**config.mk**
```make
export PLATFORM = sky130hd
export DESIGN_NAME = l2_cache
export DESIGN_NICKNAME = d
export VERILOG_FILES = /design/src/rtl/l2_types.sv /design/src/rtl/l2_line_array.sv /design/src/rtl/l2_cache.sv
export SDC_FILE = /design/constraint.sdc
export NUM_CORES = 2
export LEC_CHECK = 0
export CAP_MARGIN = 5
export CORE_MARGIN = 3
export CORE_UTILIZATION = 55
export DETAILED_ROUTE_END_ITERATION = 10
export PLACE_DENSITY = 0.81
export SLEW_MARGIN = 20
export SYNTH_ARGS = -nofsm -noshare
export SYNTH_HDL_FRONTEND = slang
export SYNTH_SLANG_ARGS = --single-unit
```
**constraint.sdc**
```tcl
create_clock -name clk -period 20.9 [get_ports clk]
set_input_delay 4.18 -clock clk [delete_from_list [all_inputs] [get_ports clk]]
set_output_delay 4.18 -clock clk [all_outputs]
set_load 0.01 [all_outputs]
```
**src/rtl/l2_types.sv**
```systemverilog
// Shared types, default geometry and byte-merge helper
// for the direct-mapped write-back L2 cache.
package l2_types;

  localparam int DEF_S_INDEX  = 3;
  localparam int DEF_S_OFFSET = 5;
  localparam int DEF_S_TAG    =
    32 - DEF_S_INDEX - DEF_S_OFFSET;

  typedef enum logic [2:0] {
    ST_IDLE,
    ST_CHECK,
    ST_WRITEBACK,
    ST_ALLOCATE,
    ST_DONE
  } state_e;

  typedef logic [255:0] line_t;
  typedef logic [31:0]  be_t;

  // Replace the bytes of i_old whose enable bit is set.
  function automatic line_t merge_bytes(
    input line_t i_old,
    input line_t i_new,
    input be_t   i_be
  );
    line_t w_res;
    w_res = i_old;
    for (int b = 0; b < 32; b++) begin
      if (i_be[b]) begin
        w_res[b*8 +: 8] = i_new[b*8 +: 8];
      end
    end
    return w_res;
  endfunction

endpackage

```
**src/rtl/l2_line_array.sv**
```systemverilog
// Per-set storage: valid, dirty, tag and data flop arrays
// with one async read port and one field-enabled write port.
module l2_line_array
  import l2_types::*;
#(
  parameter int S_INDEX = DEF_S_INDEX,
  parameter int S_TAG   = DEF_S_TAG
) (
  input  logic               clk,
  input  logic               rst,
  input  logic [S_INDEX-1:0] i_idx,
  output logic               o_valid,
  output logic               o_dirty,
  output logic [S_TAG-1:0]   o_tag,
  output line_t              o_data,
  input  logic               i_ld_valid,
  input  logic               i_valid,
  input  logic               i_ld_dirty,
  input  logic               i_dirty,
  input  logic               i_ld_tag,
  input  logic [S_TAG-1:0]   i_tag,
  input  logic               i_ld_data,
  input  line_t              i_data
);

  localparam int NSETS = 1 << S_INDEX;

  logic [NSETS-1:0] r_valid;
  logic [NSETS-1:0] r_dirty;
  logic [S_TAG-1:0] r_tag [NSETS];
  line_t            r_data [NSETS];

  // Status bits: reset invalidates every set, even one mid-fill.
  always_ff @(posedge clk) begin
    if (rst) begin
      r_valid <= '0;
      r_dirty <= '0;
    end else begin
      if (i_ld_valid) r_valid[i_idx] <= i_valid;
      if (i_ld_dirty) r_dirty[i_idx] <= i_dirty;
    end
  end

  // Tag and data payload: never reset, guarded by valid.
  always_ff @(posedge clk) begin
    if (i_ld_tag)  r_tag[i_idx]  <= i_tag;
    if (i_ld_data) r_data[i_idx] <= i_data;
  end

  assign o_valid = r_valid[i_idx];
  assign o_dirty = r_dirty[i_idx];
  assign o_tag   = r_tag[i_idx];
  assign o_data  = r_data[i_idx];

endmodule

```
**src/rtl/l2_cache.sv**
```systemverilog
// Direct-mapped write-back L2: hit service, dirty-victim
// writeback and line fill, one request at a time.
module l2_cache
  import l2_types::*;
#(
  parameter int S_INDEX  = DEF_S_INDEX,
  parameter int S_OFFSET = DEF_S_OFFSET,
  parameter int S_TAG    = 32 - S_INDEX - S_OFFSET
) (
  input  logic          clk,
  input  logic          rst,
  input  logic          mem_read,
  input  logic          mem_write,
  input  logic [31:0]   mem_address,
  input  logic [255:0]  mem_wdata256,
  input  logic [31:0]   mem_byte_enable256,
  output logic [255:0]  mem_rdata256,
  output logic          mem_resp,
  output logic          pmem_read,
  output logic          pmem_write,
  output logic [31:0]   pmem_address,
  output logic [255:0]  pmem_wdata256,
  input  logic [255:0]  pmem_rdata256,
  input  logic          pmem_resp
);

  localparam int TAG_LSB = S_OFFSET + S_INDEX;

  state_e             r_state;
  state_e             w_next;
  logic [S_TAG-1:0]   r_tag;
  logic [S_INDEX-1:0] r_idx;
  line_t              r_wdata;
  be_t                r_be;
  logic               r_write;

  logic               w_valid;
  logic               w_dirty;
  logic [S_TAG-1:0]   w_tag;
  line_t              w_data;
  logic               w_hit;
  logic               w_req;

  logic               w_ld_valid;
  logic               w_ld_dirty;
  logic               w_dirty_in;
  logic               w_ld_tag;
  logic               w_ld_data;
  line_t              w_data_in;

  logic               w_unused_offset;

  assign w_unused_offset = ^mem_address[S_OFFSET-1:0];
  assign w_req = mem_read | mem_write;
  assign w_hit = w_valid && (w_tag == r_tag);

  l2_line_array #(
    .S_INDEX (S_INDEX),
    .S_TAG   (S_TAG)
  ) u_lines (
    .clk        (clk),
    .rst        (rst),
    .i_idx      (r_idx),
    .o_valid    (w_valid),
    .o_dirty    (w_dirty),
    .o_tag      (w_tag),
    .o_data     (w_data),
    .i_ld_valid (w_ld_valid),
    .i_valid    (1'b1),
    .i_ld_dirty (w_ld_dirty),
    .i_dirty    (w_dirty_in),
    .i_ld_tag   (w_ld_tag),
    .i_tag      (r_tag),
    .i_ld_data  (w_ld_data),
    .i_data     (w_data_in)
  );

  // State register.
  always_ff @(posedge clk) begin
    if (rst) r_state <= ST_IDLE;
    else     r_state <= w_next;
  end

  // Capture the request; both strobes together mean write.
  always_ff @(posedge clk) begin
    if (r_state == ST_IDLE && w_req) begin
      r_tag   <= mem_address[TAG_LSB +: S_TAG];
      r_idx   <= mem_address[S_OFFSET +: S_INDEX];
      r_wdata <= mem_wdata256;
      r_be    <= mem_byte_enable256;
      r_write <= mem_write;
    end
  end

  // Next state, array write controls and outputs.
  always_comb begin
    w_next        = r_state;
    mem_resp      = 1'b0;
    mem_rdata256  = '0;
    pmem_read     = 1'b0;
    pmem_write    = 1'b0;
    pmem_address  = '0;
    pmem_wdata256 = '0;
    w_ld_valid    = 1'b0;
    w_ld_dirty    = 1'b0;
    w_dirty_in    = 1'b0;
    w_ld_tag      = 1'b0;
    w_ld_data     = 1'b0;
    w_data_in     = pmem_rdata256;
    unique case (r_state)
      ST_IDLE: begin
        if (w_req) w_next = ST_CHECK;
      end
      ST_CHECK: begin
        if (w_hit) begin
          w_next = ST_DONE;
          if (r_write) begin
            w_ld_data  = 1'b1;
            w_data_in  =
              merge_bytes(w_data, r_wdata, r_be);
            w_ld_dirty = 1'b1;
            w_dirty_in = 1'b1;
          end
        end else if (w_valid && w_dirty) begin
          w_next = ST_WRITEBACK;
        end else begin
          w_next = ST_ALLOCATE;
        end
      end
      ST_WRITEBACK: begin
        pmem_write    = 1'b1;
        pmem_address  =
          {w_tag, r_idx, {S_OFFSET{1'b0}}};
        pmem_wdata256 = w_data;
        if (pmem_resp) w_next = ST_ALLOCATE;
      end
      ST_ALLOCATE: begin
        pmem_read    = 1'b1;
        pmem_address =
          {r_tag, r_idx, {S_OFFSET{1'b0}}};
        if (pmem_resp) begin
          w_ld_data  = 1'b1;
          w_ld_tag   = 1'b1;
          w_ld_valid = 1'b1;
          w_ld_dirty = 1'b1;
          w_dirty_in = 1'b0;
          w_next     = ST_CHECK;
        end
      end
      ST_DONE: begin
        mem_resp     = 1'b1;
        mem_rdata256 = w_data;
        w_next       = ST_IDLE;
      end
      default: w_next = ST_IDLE;
    endcase
    if (rst) begin
      mem_resp      = 1'b0;
      mem_rdata256  = '0;
      pmem_read     = 1'b0;
      pmem_write    = 1'b0;
      pmem_address  = '0;
      pmem_wdata256 = '0;
    end
  end

endmodule

```
# After elaboration in Yosys (flattened, before gate mapping)
# Memory sizes are Yosys's and may differ from the RTL's. A register that Yosys moved wholly into a read port is not among the register bits.
# Cells that the tools add are included.
# totals
input_bits	581
regBits	335
n_memories	2
ramBits	2240
output_inout_bits	547
# op_classes
muxes	72
n_eq_ne	8
n_reduce_logical	6
order_cmp	2
bitwise_logic	2
# mem_list
memory	words	word_bits	read_ports	rd_clocked_by_memory_dff	wr	line	rtl
u_lines.r_data	8	256	1	1	1	l2_line_array.sv:31	line_t r_data [NSETS];
u_lines.r_tag	8	24	1	1	1	l2_line_array.sv:30	logic [S_TAG-1:0] r_tag [NSETS];
# ops
op	count
$mux W256	7
$mux W8	32
$pmux W32 S2	1
$mux W32	1
$eq A24 B24 Y1	1
$mux W1	19
$mux W3	6
$pmux W3 S4	1
$bwmux W8	1
$or A8 B8 Y8	1
$bmux W1 S3	2
$eq A3 B2 Y1 const B	2
$ne A2 B2 Y1 const B	3
$logic_and A1 B1 Y1	4
$lt A3 B4 Y1 const B	1
$demux W1 S3	1
$eq A3 B1 Y1 const B	1
$eq A3 B3 Y1 const B	1
$ge A3 B1 Y1 const B	1
$logic_not A3 Y1	1
$reduce_and A3 Y1	1
$pmux W1 S2	1
$or A1 B1 Y1	1

# Longest topological paths before layout
# logic_depth
ltp_word	7
mapped_depth	16

# Hierarchy
# From an unflattened synthesis, not the netlist that was laid out.
# unflattened
cells_unflattened	5532
hier_area_um2	105929.1
# modules_own_cells
module	cells_each	n_inst	area_each_um2
l2_line_array	3941	1	85791.0
l2_cache	1591	1	20138.1

# Worst setup path after synthesis
# Ideal clock, no wire load.
# synth_timing
kind	input -> register
start	in mem_write
end	reg (tool-made name)
path_buffers	0
path_stages	3
setup_slack_ns	1.589
arrival_time_ns	19.183
cell_sequence	o21ai_0 nor2_1 mux2_2
# synth_lines
element	line	rtl
start: declaration	l2_cache.sv:13	input logic mem_write,

# Final worst setup path
# layout_timing
start	in rst
end	out mem_rdata256[106]
# layout_via
elab_chain_cells	1
# layout_rtl
element	line	rtl
start: declaration	l2_cache.sv:11	input logic rst,
$mux W256	l2_cache.sv:157	if (rst) begin
end: declaration	l2_cache.sv:17	output logic [255:0] mem_rdata256,
# No other way between the ends.

==> reports/qor.csv <==
stage;metric;value;unit
timing;max_freq;0.0814;GHz
critical_path;worstSetupStartpointType;input port;
global_route;grt_use_total;0.285;
critical_path;cp-endpoint;mem_rdata256[106];
power_and_ir_drop;power_density;92.1;nW/um^2
global_route;grt_overflow;0;
floorplan;die_area;191000;sq um
floorplan;start_util;0.556;
worst_hold_path;hold_path_class;reg2reg;
yosys;avgSynthCellArea;18.1;sq um
power_and_ir_drop;seqPwrFrac;0.513;
layout;drive_gt1_frac;0.154;
cts;numCtsBuffers;241;
cts;cts_root_buf;clkbuf_16;
critical_path;worstPathRequired;16.72;ns
job;cap_violations;0;
critical_path;critPathCaptureType;output pin;
yosys;synth.top_cell.area_share;0.752;
critical_path;slowest_delay;1.08;ns
floorplan;num_rows;157;
critical_path;worst-path-max-fanout;76;
global_route;grt_pass1_vias;60200;
cts;htreeDepth;4;
cts;worstSkewPairLatency;0.89;ns
timing;setup_viol;0;
timing;rsz0062_at_grt;no;
timing;slew_headroom;0.155;
yosys;synthArstFlopShare;0;
yosys;ys_types;58;
route;detail_route.wl_per_cell;29.2;um
power_and_ir_drop;p_switching;0.00265;W
yosys;post-synth-top-count-cell;edfxtp_1;
critical_path;worstSetupPathType;in2out;
yosys;synth_top_cell_by_area;edfxtp_1;
floorplan;die_w;437;um
power_and_ir_drop;clkPwrFrac;0.388;
critical_path;rr_worst_depth;11;
yosys;synth_edf_count;2556;
power_and_ir_drop;internal-power;0.00876;W
run_status;status;finished clean;
yosys;synth_ff_type;edfxtp_1;
timing;maxSlewViolCount;0;
timing;worst_pin_slew;1.23;ns
cts;post-cts-setup-buffers;0;
yosys;ys_seq_elements;2578;
critical_path;worst-r2r-setup-slack;12.60;ns
timing;clock-skew-final;0.0662;ns
cts;clockBufferDepth;3;
route;wl;275000;um
floorplan;core_area;184000;sq um
route;drt-pass1-iter-count;6;
place;io_buffers;1117;
yosys;synthCells;5629;
route;route.detailed.drc;0;
floorplan;die_h;437;um
cts;cts_tree;done;
place;hpwl;165000;um
timing;timing.setup.tns;0;ns
route;ant_nets;0;
global_route;grt_max_degree;155;
power_and_ir_drop;fin_total_pwr;0.0114;W
cts;holdBufCountCts;0;
power_and_ir_drop;vdd_drop_max;99.9;uV
yosys;seq_area_frac_synth;0.757;
timing;hold_viol;0;
critical_path;crit_slowest_cell;clkdlybuf4s50_1;
cts;clkTransAtPathRegs;0.06;ns
power_and_ir_drop;netSwitchingFraction;0.232;
floorplan;io_pins;1128;
timing;finalCriticalPeriod;12.28;ns
critical_path;timing.rr.end;u_lines.r_data[7][113];
critical_path;arrival;8.10;ns
yosys;synthTopCellsByArea;edfxtp_1 (75%), mux4_2 (12%), nor2_1 (3.1%);
global_route;antenna_found_initial;23;
global_route;grt_pass1_wl;399000;um
layout;nNetsFinal;7297;
place;place_congestion;0.917;
yosys;synthTopCellsByCount;edfxtp_1 (2556), nor2_1 (843), mux4_2 (528), a21oi_1 (279), mux2i_1 (270);
cts;numClockSinks;2578;
route;dr.first_iter.drc_count;7614;
power_and_ir_drop;leakage;40.9;nW
yosys;ys.warnings.count;0;
power_and_ir_drop;p_comb_frac;0.099;
critical_path;crit_path_start;rst;
route;num_vias;58400;
cts;post_cts_resized;0;
worst_hold_path;worstHoldStart;u_lines.r_valid[5];
yosys;syn-cell-area;102000;sq um
timing;finalCritPeriodShare;0.588;
route;drt-vias-per-instance;6.22;
critical_path;crit_chain;clkdlybuf4s50_1 > or4b_4 > buf_4 > buf_4 > buf_16 > nor2_1 > clkdlybuf4s50_1;
layout;area_delta_synth_final;21.4;%
-- critical path: cells and delay by family --
kind | cells | cell delay (ns)
buf+inv | 5 | 2.94
simple gates | 2 | 0.77
-- sequential cells by signal, indices dropped and copies added, names as in the netlist, named ones only --
| name | count |
|---|---|
| r_state | 3 |
| u_lines.r_dirty | 8 |
| r_write | 1 |
| u_lines.r_valid | 8 |
| r_be | 32 |
| u_lines.r_tag | 192 |
| u_lines.r_data | 2048 |
| r_wdata | 256 |
| r_idx | 3 |
| r_tag | 24 |
-- power groups by stage --
stage / combinational, W / sequential (W) / clock, W
floorplan: 0.000683 / 0.00593 / 0
detailed placement: 0.00111 / 0.00595 / 0
finish: 0.00113 / 0.00585 / 0.00443
global placement: 0.00109 / 0.00595 / 0
global route: 0.00119 / 0.00585 / 0.00467
CTS: 0.00113 / 0.00585 / 0.00448
-- how the worst min path moves through the flow --
stage | endpoint | slack [ns] | cells past startpoint
2_1_floorplan | u_lines.r_valid[4] | 0.43 | 2
3_3_place_gp | u_lines.r_valid[7] | 0.45 | 2
3_5_place_dp | u_lines.r_valid[5] | 0.46 | 2
4_1_cts | u_lines.r_valid[5] | 0.47 | 2
5_1_grt | u_lines.r_valid[3] | 0.50 | 2
6_report | u_lines.r_valid[5] | 0.48 | 2
-- cell usage in the layout, fill, tap and decap left out, drive strengths merged, types with 3 or more instances in the layout --
master         instances
diode                 12
nor4                   3
clkinvlp              17
xnor2                  7
mux4                 528
or3                    5
and2                   3
nand2                268
bufinv                31
nand3                  4
dfxtp                 22
conb                   5
nand3b                 4
inv                   21
and3                   5
mux2i                271
o21ai                269
clkinv               108
a22oi                  4
nand4                  5
clkdlybuf4s50       1117
nor3b                  5
nand2b                 7
o21a                   8
a21oi                279
nor4b                  3
nor2                 843
nor2b                  6
clkbuf               284
or2                    3
mux2                  64
edfxtp              2556
nor3                  31
buf                   82
o22ai                 31
-- cell type report --
class                      instances  area [sq um]
clock buffer                     284          6230
tap                             2464          3080
multi-input combinational       2686         23500
timing repair buffer            1199         11900
fill                           11200         59800
inverter                          10          37.5
antenna                           12          30.0
sequential                      2578         77200
clock inverter                   167          1770
-- cell families after synthesis --
group | after synthesis | share of synthesized area
flip-flops | 2578 | 0.757
AND/OR/NAND/NOR | 1206 | 0.0469
multiplexers | 863 | 0.150
AO/OA/AOI/OAI | 603 | 0.0308
buffers and inverters | 369 | 0.0145
XOR/XNOR | 9 | 0.000773
other | 1 | 0.0000368
-- layer usage --
layer | share of wire | global-route usage
met1 | 0.35 | 0.358
met3 | 0.091 | 0.0568
met2 | 0.51 | 0.478
met4 | 0.052 | 0.135
met5 | 0.00048 | 0
-- metrics by stage --
step                      setup slack (ns)  cells  cell area, sq um  utilization  hold WS (ns)
after floorplan                       1.59   5633            102000            -         0.435
after global placement                8.68   8935            116000        0.630         0.446
after detailed placement              8.50   8935            116000        0.630         0.457
after CTS                             8.49   9386            124000        0.674         0.471
after global routing                  8.52   9397            124000        0.674         0.498
final                                 8.62   9400            124000        0.674         0.475
Power figures use the tool's default switching activity.
